<file path="src/rtl/ecc_pkg.sv">
// Shared SECDED helpers: parity-bit count, data-bit placement and the error classification enum.
package ecc_pkg;

  typedef enum logic [1:0] {CLEAN, SB, DB} ecc_class_e;

  // Smallest P with 2^P >= data_w + P + 1.
  function automatic int parity_bits(input int data_w);
    for (int p = 1; p < 16; p++) begin
      if ((1 << p) >= data_w + p + 1) return p;
    end
    return 16;
  endfunction

  // Hamming position of data bit k: the k-th index (from 1 up) that is not a power of two.
  function automatic int data_pos(input int k);
    int cnt;
    cnt = 0;
    for (int i = 3; i < 128; i++) begin
      if ((i & (i - 1)) != 0) begin
        if (cnt == k) return i;
        cnt++;
      end
    end
    return 0;
  endfunction

endpackage

</file>
<file path="src/rtl/ecc_secded_syndrome.sv">
// Combinational Hamming syndrome and overall parity of a SECDED codeword (bit 0 = overall parity).
module ecc_secded_syndrome
  import ecc_pkg::*;
#(
  parameter int CW_W = 13,
  parameter int P    = 4
) (
  input  logic [CW_W-1:0] cw,
  output logic [P-1:0]    syndrome,
  output logic            parity
);

  always_comb begin
    syndrome = '0;
    for (int i = 1; i < CW_W; i++) begin
      if (cw[i]) syndrome = syndrome ^ P'(i);
    end
  end

  assign parity = ^cw;

endmodule

</file>
<file path="src/rtl/ecc_secded_dec_pipe.sv">
// Two-stage pipelined SECDED decoder with valid/ready handshakes on both sides.
// Optional saturating error counters are built when ECC_SECDED_DEC_ERR_CNT_EN is defined.
module ecc_secded_dec_pipe
  import ecc_pkg::*;
#(
  parameter int DATA_W = 8
) (
  input  logic                                          clk,
  input  logic                                          rst_n,
  input  logic                                          in_valid,
  output logic                                          in_ready,
  input  logic [DATA_W+parity_bits(DATA_W):0]           in_cw,
  output logic                                          out_valid,
  input  logic                                          out_ready,
  output logic [DATA_W-1:0]                             out_data,
  output logic [parity_bits(DATA_W):0]                  out_syndrome,
  output logic                                          out_sb_err,
  output logic                                          out_db_err,
  output logic [$clog2(DATA_W+parity_bits(DATA_W)+1)-1:0] out_err_pos,
  input  logic                                          cnt_clr,
  output logic [15:0]                                   sb_cnt,
  output logic [15:0]                                   db_cnt
);

  localparam int P     = parity_bits(DATA_W);
  localparam int CW_W  = DATA_W + P + 1;
  localparam int POS_W = $clog2(CW_W);

  logic [P-1:0]      syn;
  logic              par;
  logic              s1_valid;
  logic [CW_W-1:0]   s1_cw;
  logic [P-1:0]      s1_syn;
  logic              s1_par;
  logic              s2_load;
  ecc_class_e        cls;
  logic [CW_W-1:0]   fix;
  logic [CW_W-1:0]   corrected;
  logic [DATA_W-1:0] s1_data;
  logic [POS_W-1:0]  s1_pos;

  ecc_secded_syndrome #(.CW_W(CW_W), .P(P)) u_syndrome (
    .cw       (in_cw),
    .syndrome (syn),
    .parity   (par)
  );

  assign s2_load  = !out_valid || out_ready;
  assign in_ready = !s1_valid || s2_load;

  always_ff @(posedge clk) begin
    if (!rst_n) begin
      s1_valid <= 1'b0;
      s1_cw    <= '0;
      s1_syn   <= '0;
      s1_par   <= 1'b0;
    end else if (in_ready) begin
      s1_valid <= in_valid;
      if (in_valid) begin
        s1_cw  <= in_cw;
        s1_syn <= syn;
        s1_par <= par;
      end
    end
  end

  // An odd-weight error pointing past the codeword cannot be a single flip, so it is flagged uncorrectable.
  always_comb begin
    cls    = CLEAN;
    fix    = '0;
    s1_pos = '1;
    if (s1_par) begin
      if (int'(s1_syn) < CW_W) begin
        cls    = SB;
        fix    = {{(CW_W-1){1'b0}}, 1'b1} << s1_syn;
        s1_pos = POS_W'(s1_syn);
      end else begin
        cls = DB;
      end
    end else if (s1_syn != '0) begin
      cls = DB;
    end
  end

  assign corrected = s1_cw ^ fix;

  for (genvar k = 0; k < DATA_W; k++) begin : g_data
    localparam int POS = data_pos(k);
    assign s1_data[k] = corrected[POS];
  end

  always_ff @(posedge clk) begin
    if (!rst_n) begin
      out_valid    <= 1'b0;
      out_data     <= '0;
      out_syndrome <= '0;
      out_sb_err   <= 1'b0;
      out_db_err   <= 1'b0;
      out_err_pos  <= '1;
    end else if (s2_load) begin
      out_valid <= s1_valid;
      if (s1_valid) begin
        out_data     <= s1_data;
        out_syndrome <= {s1_par, s1_syn};
        out_sb_err   <= (cls == SB);
        out_db_err   <= (cls == DB);
        out_err_pos  <= s1_pos;
      end
    end
  end

`ifdef ECC_SECDED_DEC_ERR_CNT_EN
  // Clear has priority over an increment landing in the same cycle.
  always_ff @(posedge clk) begin
    if (!rst_n) begin
      sb_cnt <= '0;
      db_cnt <= '0;
    end else if (cnt_clr) begin
      sb_cnt <= '0;
      db_cnt <= '0;
    end else if (out_valid && out_ready) begin
      if (out_sb_err && sb_cnt != 16'hFFFF) sb_cnt <= sb_cnt + 16'd1;
      if (out_db_err && db_cnt != 16'hFFFF) db_cnt <= db_cnt + 16'd1;
    end
  end
`else
  logic unused_cnt_clr;
  assign unused_cnt_clr = cnt_clr;
  assign sb_cnt = '0;
  assign db_cnt = '0;
`endif

endmodule
</file>
<file path="config.mk">
export PLATFORM = sky130hd
export DESIGN_NAME = ecc_secded_dec_pipe
export DESIGN_NICKNAME = d
export VERILOG_FILES = /design/src/rtl/ecc_pkg.sv /design/src/rtl/ecc_secded_syndrome.sv /design/src/rtl/ecc_secded_dec_pipe.sv
export SDC_FILE = /design/constraint.sdc
export NUM_CORES = 1
export LEC_CHECK = 0
export ABC_AREA = 1
export CORE_MARGIN = 1
export CORE_UTILIZATION = 48
export CTS_CLUSTER_DIAMETER = 40
export DETAILED_ROUTE_END_ITERATION = 8
export PLACE_DENSITY_LB_ADDON = 0.08
export REMOVE_ABC_BUFFERS = 1
export SLEW_MARGIN = 20
export SYNTH_ARGS = -nofsm -noshare
export SYNTH_HDL_FRONTEND = slang
export SYNTH_SLANG_ARGS = --single-unit
</file>
<file path="constraint.sdc">
create_clock -name clk -period 2.4 [get_ports clk]
set_input_delay 0.48 -clock clk [delete_from_list [all_inputs] [get_ports clk]]
set_output_delay 0.48 -clock clk [all_outputs]
set_load 0.01 [all_outputs]
</file>
==> results.yml, run 1 <==
run_status:
  outcome: "finished, final reports clean"
cells_and_area:
  fill_cells: 389
  layout-drive-gt1-share: 0.07524
  multi_input_area_um2: 958.4
  design_area_um2: 2318
  seq_area_um2: 680.7
  utilization: 0.6148
  syn2layout_area_growth_pct: 18.93
  num_antenna_cells: 0
  fin_cells: 367
  fin_nets: 337
clocking:
  cts_root_buf: "clkbuf_8"
  cts_sinks: 34
  clk_latency_ns: 0.27
  cts_inserted_buffers: 5
  postCtsSetupBuffers: 0
  cts_tree: "yes"
  clockBufferDepth: 2
  ctsHoldBuffers: 0
  cts.clk_slew.worst_paths_ns: 0.06
  htreeDepth: 2
  post_cts_resized: 0
hold_path:
  worstHoldEndpoint: "out_err_pos[2]$_SDFFE_PN1P_"
  holdPathStages: 2
  hp-class: "flop to flop"
  worstHoldStart: "out_err_pos[2]$_SDFFE_PN1P_"
floorplan:
  start_util: 0.5169
  die_w_um: 65.73
  dieArea_um2: 4320
  core_um2: 3771
  rows: 22
  io_pins: 71
  fp.dieH_um: 65.73
critical_path:
  r2r_slack_ns: 1.12
  crit-reg2reg-launch: "out_valid$_SDFFE_PN0P_"
  critPathArrivalTime_ns: 1.58
  worstPathCellList: "clkdlybuf4s50_1, inv_1, nand3_2, clkdlybuf4s50_1"
  path_common_cell: "clkdlybuf4s50_1"
  crit_type: "input pin to output pin"
  critPathMaxStageDelay_ns: 0.53
  crit_required_ns: 1.92
  reg2reg_depth: 8
  endpoint_kind: "output pin"
  critPathLaunchType: "input pin"
  r2r-end: "s1_syn[2]$_SDFFE_PN0P_"
  crit_fanout: 3
  critPathSlowestCell: "clkdlybuf4s50_1"
timing:
  min_period_ns: 2.064
  slew_violations: 0
  finClkSkew_ns: 0.002603
  maxSlewHeadroom: 0.6633
  finalCritPeriodShare: 0.8600
  fmax_mhz: 484.5
  finalHoldViolations: 0
  setup_viol: 0
  worstMarginPinSlew_ns: 0.5045
  tns_ns: 0
  rsz0062_at_grt: "no"
synth:
  async_flop_share: 0
  syn_area_um2: 1949
  synth_edf_count: 0
  avgSynthCellArea_um2: 6.962
  netlist_instances: 280
  synthFlopType: "dfxtp_1"
  yosysUniqueCellTypes: 27
  seq_area_frac_synth: 0.3492
  ys_seq_elements: 34
  yosys_warnings: 0
global_route:
  first_global_vias: 1335
  grt_max_degree: 26
  antenna_found_initial: 0
  grt_usage: 0.1775
  grt_pass1_wl_um: 5740
  grt_overflow: 0
route:
  drc: 0
  wl_per_cell_um: 9.210
  wirelength_um: 3380
  drtAntennaViolNets: 0
  dr.pass1.iters: 4
  drt_iter0_drc: 52
  via_per_inst: 4.422
  dr_total_vias: 1623
power_and_ir_drop:
  p_total_uw: 1316
  p_leak_uw: 0.001145
  power_density_nw_per_um2: 567.8
  vdd_drop_max_uv: 200.7
place:
  gp_congestion: 0.7753
  hpwl_um: 2632
  place_area_um2: 2242
  port_buffers: 37
  dpl.cell_count: 360
flow_run:
  cap_violations: 0
## layer usage
metal	part of all wire	GRT usage	routed length, um	up-vias
met5	0	0	0	-
met4	0.020	0.1060	68	0
met3	0.044	0.03646	148	5
met2	0.46	0.2934	1561	51
met1	0.47	0.2090	1602	668
li1	-	-	-	899
## stage by stage
step           worst slack, ns  hold slack (ns)
2_1_floorplan           0.9381           0.4334
3_3_place_gp            0.3322           0.4461
3_5_place_dp            0.3343           0.4523
4_1_cts                 0.3314           0.4664
5_1_grt                 0.2674           0.4796
6_report                0.3359           0.4597
## Yosys cell counts, types with 2 or more instances
master,instances,share of area
o221ai_1,5,0.022
nand3_1,7,0.018
nand2_2,6,0.019
nand2_1,56,0.11
inv_1,35,0.067
inv_2,5,0.0096
a21oi_1,19,0.049
xor2_1,6,0.027
dfxtp_1,34,0.35
nand2b_1,2,0.0064
o21ai_1,6,0.015
nor3_1,7,0.018
buf_2,5,0.013
o21ai_0,18,0.046
xnor2_1,3,0.013
nor2_1,22,0.042
nand3_2,2,0.010
buf_4,33,0.13
## cells in the final DEF (no fill, tap or decap), drive strengths merged
cell type,n
conb,32
xor2,6
o21a,1
nor2,23
buf,3
o21ai,24
a21oi,19
nand4,1
clkbuf,7
nand2b,2
nor3,7
inv,40
o31ai,1
clkdlybuf4s50,37
nand3,9
nand2,63
a211oi,1
dfxtp,34
o221ai,5
xnor2,4
## report_power, final
part | internal (uW) | switching, uW | leakage, uW
Clock | 199 | 178 | 0.0000383
Sequential | 608 | 30.9 | 0.000281
Combinational | 133 | 168 | 0.000825
## layout make-up
class,count,share of cell area
multi-input cells,198,0.4134
clock buffers,7,0.03292
inverters,40,0.06476
flip-flops and latches,34,0.2936
well taps,48,0.02590
repair buffers,40,0.1695
## state kept, by name, indices dropped and copies added (netlist names)
register and count:
out_data 8, s1_par 1, out_err_pos 4, out_syndrome 5, out_sb_err 1, out_valid 1, s1_cw 8, out_db_err 1
s1_valid 1, s1_syn 4
## critical path, delay by kind of cell
kind,cells,cell delay [ns]
buffers and inverters,3,1.03
and+or+nand+nor,1,0.07
## cell families (layout without fill, tap and decap cells)
group | Yosys count | count (layout) | synth area share
other cells | 1 | 32 | 0.001924
buf+inv | 79 | 87 | 0.2189
simple gates | 105 | 105 | 0.2368
flops | 34 | 34 | 0.3492
xor+xnor | 10 | 10 | 0.04879
compound gates | 51 | 51 | 0.1444
## worst max-delay path by stage
| stage | start | to | slack, ns | cells after the start |
|---|---|---|---|---|
| 2_1_floorplan | out_ready | s1_cw[3]$_SDFFE_PN0P_ | 0.94 | 6 |
| 3_3_place_gp | out_ready | in_ready | 0.33 | 4 |
| 3_5_place_dp | out_ready | in_ready | 0.33 | 4 |
| 4_1_cts | out_ready | in_ready | 0.33 | 4 |
| 5_1_grt | out_ready | in_ready | 0.27 | 4 |
| 6_report | out_ready | in_ready | 0.34 | 4 |
Note: power is estimated with default switching activity, not from simulation.
==> run 2, diff against run 1 <==
- CORE_UTILIZATION: 48 -> 49
- SYNTH_HIERARCHICAL: default -> 1
==> results.yml, run 2 <==
synth:
  ys_seq_elements: 34
  synthFlopType: "dfxtp_1"
  synth_area_leader_cell: "dfxtp_1"
  seq_area_frac_synth: 0.3277
  synth_edf_count: 0
  netlist_instances: 309
  yosys_warnings: 6
  syn_area_um2: 2077
  avgSynthCellArea_um2: 6.722
  synth.area.top_cells: "dfxtp_1 (33%), nand2_1 (13%), buf_4 (13%), inv_1 (7.0%), nand3_1 (5.5%)"
  synth_most_common_cell: "nand2_1"
  netlist_top_cells_count: "nand2_1 (71), inv_1 (39), buf_4 (35)"
  yosysUniqueCellTypes: 27
  async_flop_share: 0
  synth_top_cell_area_share: 0.3277
floorplan:
  dieArea_um2: 4503
  core_um2: 4029
  fp.dieH_um: 67.11
  io_pins: 71
  start_util: 0.5155
  die_w_um: 67.11
  rows: 23
global_route:
  grt_overflow: 0
  grt_pass1_wl_um: 6327
  first_global_vias: 1477
  grt_usage: 0.1926
  antenna_found_initial: 0
  grt_max_degree: 28
timing:
  tns_ns: 0
  setup_viol: 0
  rsz0062_at_grt: "no"
  finalHoldViolations: 0
  min_period_ns: 2.156
  finClkSkew_ns: 0.004195
  finalCritPeriodShare: 0.8983
  fmax_mhz: 463.8
  slew_violations: 0
route:
  drt_iter0_drc: 85
  drc: 0
  dr_total_vias: 1805
  wl_per_cell_um: 9.665
  via_per_inst: 4.547
  drtAntennaViolNets: 0
  dr.pass1.iters: 4
  wirelength_um: 3837
place:
  gp_congestion: 0.8163
  hpwl_um: 2932
  port_buffers: 37
  place_area_um2: 2360
critical_path:
  critPathLaunch: "out_ready"
  endpoint_kind: "output pin"
  critPathArrivalTime_ns: 1.68
  path_common_cell: "clkdlybuf4s50_1"
  crit-reg2reg-launch: "s1_valid$_SDFFE_PN0P_"
  r2r_slack_ns: 1.15
  reg2reg_depth: 5
  crit_type: "input pin to output pin"
  critPathSlowestCell: "clkdlybuf4s50_1"
  critPathMaxStageDelay_ns: 0.54
  crit_path_end: "in_ready"
  crit_required_ns: 1.92
  worstPathCellList: "clkdlybuf4s50_1, inv_1, nand3_2, clkdlybuf4s50_1"
  r2r-end: "out_db_err$_SDFFE_PN0P_"
  crit_fanout: 3
  critPathLaunchType: "input pin"
power_and_ir_drop:
  swShare: 0.3057
  p_leak_uw: 0.001182
  power_density_nw_per_um2: 556.9
  intPower_uw: 942.9
  p_switching_uw: 415.1
  vdd_drop_max_uv: 266.6
  pwr-share-clk: 0.285
  seqPwrFrac: 0.469
  p_comb_frac: 0.246
flow_run:
  cap_violations: 0
clocking:
  clockBufferDepth: 2
  post_cts_resized: 0
  cts_sinks: 34
  ctsHoldBuffers: 0
  htreeDepth: 2
  cts.clk_slew.worst_paths_ns: 0.07
  cts_tree: "yes"
  cts_root_buf: "clkbuf_8"
  cts_inserted_buffers: 5
  clk_latency_ns: 0.28
  postCtsSetupBuffers: 0
cells_and_area:
  reg_top3: "out_data (8), s1_cw (8), out_syndrome (5)"
  layout-drive-gt1-share: 0.1066
  syn2layout_area_growth_pct: 17.41
  num_antenna_cells: 0
  fill_cells: 398
  design_area_um2: 2439
  final_cell_mix: "nand2_1 (71), inv_1 (39), clkdlybuf4s50_1 (37)"
  fin_nets: 365
  final_common_cell: "nand2_1"
run_status:
  outcome: "finished, final reports clean"
hold_path:
  hp-class: "flop to flop"
run 2: changes by cell type in the layout (fill, tap and decap cells not counted), moves of 3 or more:
cell	delta
inv_1	+4
nand3_1	+16
o221ai_1	-5
nand2_1	+15
nor2_1	+3
a21oi_2	+6
o21ai_0	-5
nor3_1	-7
run 2: layout make-up:
type	instances	area, um^2	share of cell area
multi-input cells	220	1047	0.4294
flip-flops and latches	34	680.7	0.2791
repair buffers	41	400.4	0.1642
inverters	45	168.9	0.06927
clock buffers	5	68.82	0.02822
well taps	50	62.56	0.02565
clock inverters	2	10.01	0.004105
run 2: cell families (layout without fill, tap and decap cells):
| logic type | count (synthesis) | count (layout) | share of synthesized area |
|---|---|---|---|
| other cells | 1 | 32 | 0.001805 |
| xor+xnor | 8 | 8 | 0.03735 |
| buf+inv | 86 | 93 | 0.2241 |
| compound gates | 48 | 48 | 0.1343 |
| simple gates | 132 | 132 | 0.2747 |
| flops | 34 | 34 | 0.3277 |
run 2: stage by stage:
stage / total power [uW] / util / worst slack [ns] / instances / hold slack, ns
2_1_floorplan: 856.2 / - / 0.8660 / 299 / 0.4401
6_report: 1358 / 0.6053 / 0.2440 / 397 / 0.4724
4_1_cts: 1372 / 0.6053 / 0.2392 / 397 / 0.4676
3_3_place_gp: 975.3 / 0.5857 / 0.2560 / 390 / 0.4519
5_1_grt: 1448 / 0.6053 / 0.1834 / 397 / 0.4882
3_5_place_dp: 982.7 / 0.5857 / 0.2430 / 390 / 0.4570
run 2: worst max-delay path, delay by kind of cell:
kind	cells	cell delay, ns
buffers and inverters	3	1.08
and+or+nand+nor	1	0.11
run 2: power by group through the flow:
stage	sequential (uW)	clock [uW]	combinational, uW
after global routing	641	427	380
after detailed placement	649	0	334
after CTS	636	401	335
after floorplan	656	0	201
final	636	387	334
after global placement	647	0	328
run 2: worst min path at each step:
stage | cells after the start | start | endpoint
after floorplan | 2 | s1_cw[7]$_SDFFE_PN0P_ | s1_cw[7]$_SDFFE_PN0P_
after global placement | 2 | s1_cw[7]$_SDFFE_PN0P_ | s1_cw[7]$_SDFFE_PN0P_
after detailed placement | 2 | out_syndrome[4]$_SDFFE_PN0P_ | out_syndrome[4]$_SDFFE_PN0P_
after CTS | 2 | out_syndrome[4]$_SDFFE_PN0P_ | out_syndrome[4]$_SDFFE_PN0P_
after global routing | 2 | s1_cw[6]$_SDFFE_PN0P_ | s1_cw[6]$_SDFFE_PN0P_
final | 2 | out_syndrome[4]$_SDFFE_PN0P_ | out_syndrome[4]$_SDFFE_PN0P_
run 2: layer usage:
layer  track usage  wire length, um  up-vias
met3       0.05308              230        2
met5             0                0        -
met1        0.2293             1799      766
li1              -                -      967
met2        0.3113             1761       70
met4        0.1037               46        0
